$ cat config.mk
export PLATFORM = sky130hd
export DESIGN_NAME = serial_sub
export DESIGN_NICKNAME = d
export VERILOG_FILES = /design/src/rtl/serial_sub.sv
export SDC_FILE = /design/constraint.sdc
export NUM_CORES = 1
export LEC_CHECK = 0
export CAP_MARGIN = 20
export CORE_MARGIN = 1.5
export CORE_UTILIZATION = 51
export CTS_BUF_LIST = sky130_fd_sc_hd__clkbuf_16
export CTS_CLUSTER_SIZE = 20
export DETAILED_ROUTE_END_ITERATION = 12
export PLACE_DENSITY_LB_ADDON = 0.05
export SLEW_MARGIN = 20
export SYNTH_ARGS = -nofsm -noshare
export SYNTH_HDL_FRONTEND = slang
export SYNTH_SLANG_ARGS = --single-unit
$ cat constraint.sdc
create_clock -name clk -period 3.8 [get_ports clk]
set_clock_uncertainty 0.1 [all_clocks]
set_input_delay 0.76 -clock clk [delete_from_list [all_inputs] [get_ports clk]]
set_output_delay 0.76 -clock clk [all_outputs]
set_load 0.02 [all_outputs]
$ cat src/rtl/serial_sub.sv
// Bit-serial unsigned subtractor D = A - B, LSB first, one bit per clock.
// Optional SERIAL_SUB_SAT_EN clamps D to 0 on borrow.
module serial_sub #(
  parameter int WIDTH = 4
) (
  input  logic             clk,
  input  logic             rst_n,
  input  logic             start,
  input  logic [WIDTH-1:0] A,
  input  logic [WIDTH-1:0] B,
  output logic             busy,
  output logic             done,
  output logic [WIDTH-1:0] D,
  output logic             borrow
);

  localparam int CW = $clog2(WIDTH);

  typedef enum logic [1:0] {
    IDLE = 2'd0,
    RUN  = 2'd1,
    DONE = 2'd2
  } state_t;

  state_t state, state_nxt;

  logic [WIDTH-1:0] a_q, b_q;
  logic [CW-1:0]    cnt;
  logic             carry;

  logic a0, nb0, prop, dbit, cout, last;

  // Full-subtract cell: A + ~B + carry, carry seeded with 1.
  assign a0   = a_q[0];
  assign nb0  = ~b_q[0];
  assign prop = a0 ^ nb0;
  assign dbit = prop ^ carry;
  assign cout = (a0 & nb0) | (carry & prop);
  assign last = (cnt == CW'(WIDTH - 1));

  always_comb begin
    state_nxt = state;
    unique case (state)
      IDLE: if (start) state_nxt = RUN;
      RUN:  if (last) state_nxt = DONE;
      DONE: state_nxt = IDLE;
      default: state_nxt = IDLE;
    endcase
  end

  always_ff @(posedge clk or negedge rst_n) begin
    if (!rst_n) state <= IDLE;
    else        state <= state_nxt;
  end

  always_ff @(posedge clk or negedge rst_n) begin
    if (!rst_n) begin
      a_q    <= '0;
      b_q    <= '0;
      D      <= '0;
      borrow <= 1'b0;
      cnt    <= '0;
      carry  <= 1'b1;
    end else begin
      unique case (state)
        IDLE: begin
          if (start) begin
            a_q    <= A;
            b_q    <= B;
            D      <= '0;
            borrow <= 1'b0;
            cnt    <= '0;
            carry  <= 1'b1;
          end
        end
        RUN: begin
          a_q   <= a_q >> 1;
          b_q   <= b_q >> 1;
          cnt   <= cnt + 1'b1;
          carry <= cout;
          D     <= {dbit, D[WIDTH-1:1]};
          if (last) begin
            borrow <= ~cout;
`ifdef SERIAL_SUB_SAT_EN
            if (!cout) D <= '0;
`endif
          end
        end
        default: ;
      endcase
    end
  end

  assign busy = (state == RUN);
  assign done = (state == DONE);

endmodule

==> reports/results.txt <==
Outcome: complete, no violations
Initial Utilization: 53.9%
Synthesized area: 803 sq um
Worst hold path type: reg2reg
First-pass GRT wire length: 2710 um
Fillers: 110
Detailed Route Iter0 Violations: 8
Vias in the first global route: 572
Setup crit start: state[1]
Cell Rows: 14
Setup tns final: 0 ns
Post-CTS Setup Inserts: 0
CTS Buffer Depth: 2
Tot GR Track Use: 20.3%
Setup Viol. Count Final: 0
Overflow after GRT: 0
Final hold violations: 0
Setup ws final: 1.11 ns
Most used routing layer in global routing: met1
Synth warn: 0
Routed WL per cell: 14.7 um
Worst setup SP type: flip-flop
Detailed Routing Iterations Pass 1: 4
Post-synthesis register bit count: 18
Post-Route WL: 1510 um
Critical path class: reg2out
Clk_lat worst skew: 0.24 ns
PwrDens: 888 mW/mm^2
Post-CTS sizing: 0
Data required, critical path: 2.94 ns
Share of cells above drive strength 1: 8.05%
Synth-to-Final Area Change: 31.0%
Top achievable clock speed: 371 MHz
Vias: 573
Crit Path Max Fanout: 15
Post-CTS Hold Buffers: 0
Core Area: 0.00149 sq mm
I/O pin total: 18
Global Route met2 Usage: 29.4%
Diode count: 0
Largest net degree at the start of global routing: 19
Port buffer count: 17
Slew @ Worst Pin: 0.833 ns
Antenna viol nets, final: 0
Worst r2r src: state[0]
Clk root buf: clkbuf_16
Syn_nets: 82
Worst Hold Slack: 0.397 ns
RSZ-0062 raised after global routing: no
Grt met1 use: 30.1%
CTS sink count: 18
Max_slew headroom: 44.4%
Sequential-to-total area share from yosys stat: 56.2%
Launch point of the worst hold path: D[0]
Overall Power: 0.934 mW
Worst slack, placed: 1.38 ns
Critical Path AT: 1.83 ns
Htree depth: 1
Vias per std cell: 5.56
Crit path capture type: output port
Post-Synthesis Cells: 69
Final period utilization: 70.9%
Worst vdd ir: 0.000516 V
Die Y: 42.7 um
Leakage: 0.448 nW
Die Wd: 42.7 um
CTS Buf Count: 3
Nets: 101
Crit path time final: 2.69 ns
Routability-driven placement congestion ratio: 0.714
Hpwl dp: 1040 um
Die ar.: 0.00182 sq mm
Met3 usage: 5.53%
Average size of a mapped cell: 11.6 sq um
Slew Viols, Final: 0
TritonCTS clock tree: built
# DRC: 0
Clock transition at path regs: 0.05 ns
Util after Layout: 70.7%
Max Cap Viol: 0
Initial antenna violation count: 0
Synth unique cells: 26
## cells in the final DEF, fill, tap and decap left out, types with 3 or more instances in the layout
cell,n
clkbuf_16,3
o22a_1,3
nand3_1,3
nand2_1,4
a22o_1,7
nor3b_1,3
inv_1,4
nor2_1,4
clkdlybuf4s50_1,17
dfrtp_1,17
## critical path, stage by stage (launching register included)
cell	delay, ns
dfrtp_1	0.52
nand2b_2	0.29
inv_2	0.16
clkdlybuf4s50_1	0.62
## per-stage QoR
step                cells  area, sq um
floorplan              69          803
global placement       99          973
detailed placement     99          973
CTS                   103         1050
global route          103         1050
finish                103         1050
## power by group
group | internal [mW] | leakage (nW) | switching (mW)
Sequential | 0.281 | 0.224 | 0.0783
Clock | 0.140 | 0.0385 | 0.0643
Combinational | 0.189 | 0.186 | 0.183
## routing by layer
layer | vias up | routed length (um)
met5 | - | 0
met1 | 275 | 749
met3 | 0 | 64
met2 | 9 | 695
li1 | 289 | -
met4 | 0 | 0
## cell usage after synthesis
cell | n | area (sq um)
nand2_1 | 4 | 15.0
dfstp_2 | 1 | 26.3
o21bai_1 | 1 | 7.51
inv_2 | 1 | 3.75
fa_1 | 1 | 20.0
o21ai_0 | 1 | 5.00
a2bb2oi_1 | 2 | 17.5
nor2_1 | 4 | 15.0
nand3_1 | 3 | 15.0
a221oi_1 | 2 | 17.5
nor3b_1 | 3 | 22.5
nor2_2 | 1 | 6.26
a21oi_1 | 1 | 5.00
buf_4 | 2 | 15.0
nor2b_1 | 2 | 12.5
dfrtp_1 | 17 | 425
inv_1 | 4 | 15.0
a22o_1 | 7 | 61.3
o22a_1 | 3 | 26.3
nand2b_1 | 1 | 6.26
nand2b_2 | 1 | 8.76
nand3b_1 | 2 | 15.0
a22oi_1 | 2 | 15.0
ha_1 | 1 | 12.5
o311ai_0 | 1 | 8.76
buf_2 | 1 | 5.00
## kinds of logic (layout without fill, tap and decap cells)
family,count (synthesis),in the layout,synth area share (%)
AOI/OAI and AO/OA,20,20,20.4
and+or+nand+nor,21,21,14.5
adders and majority gates,2,2,4.05
DFF,18,18,56.2
buffers and inverters,8,26,4.83
## worst paths after layout
path | end | slack, ns | cells after the start
worst max-delay path | busy | 1.11 | 3
worst min-delay path | D[0] | 0.40 | 1
worst max register to register | borrow | 2.08 | 3
worst min register to register | D[0] | 0.40 | 1
max in group asynchronous | state[1] | 2.25 | 1
min in group asynchronous | a_q[2] | 0.87 | 1
## state kept, by name, indices dropped and copies added, names as in the netlist
name and flops:
borrow 1, cnt 2, D 4, state 2, a_q 4, carry 1
b_q 4
## area by class of cell
cell class / count / area [sq um] / area share [%]
Timing Repair Buffer: 17 / 170 / 16.2
Tap cell: 16 / 20.0 / 1.90
Sequential cell: 18 / 452 / 42.9
Clock buffer: 3 / 75.1 / 7.13
Inverter: 5 / 18.8 / 1.78
Multi-Input combinational cell: 43 / 313 / 29.7
Clock inverter: 1 / 3.75 / 0.357
Power figures use the tool's default switching activity.
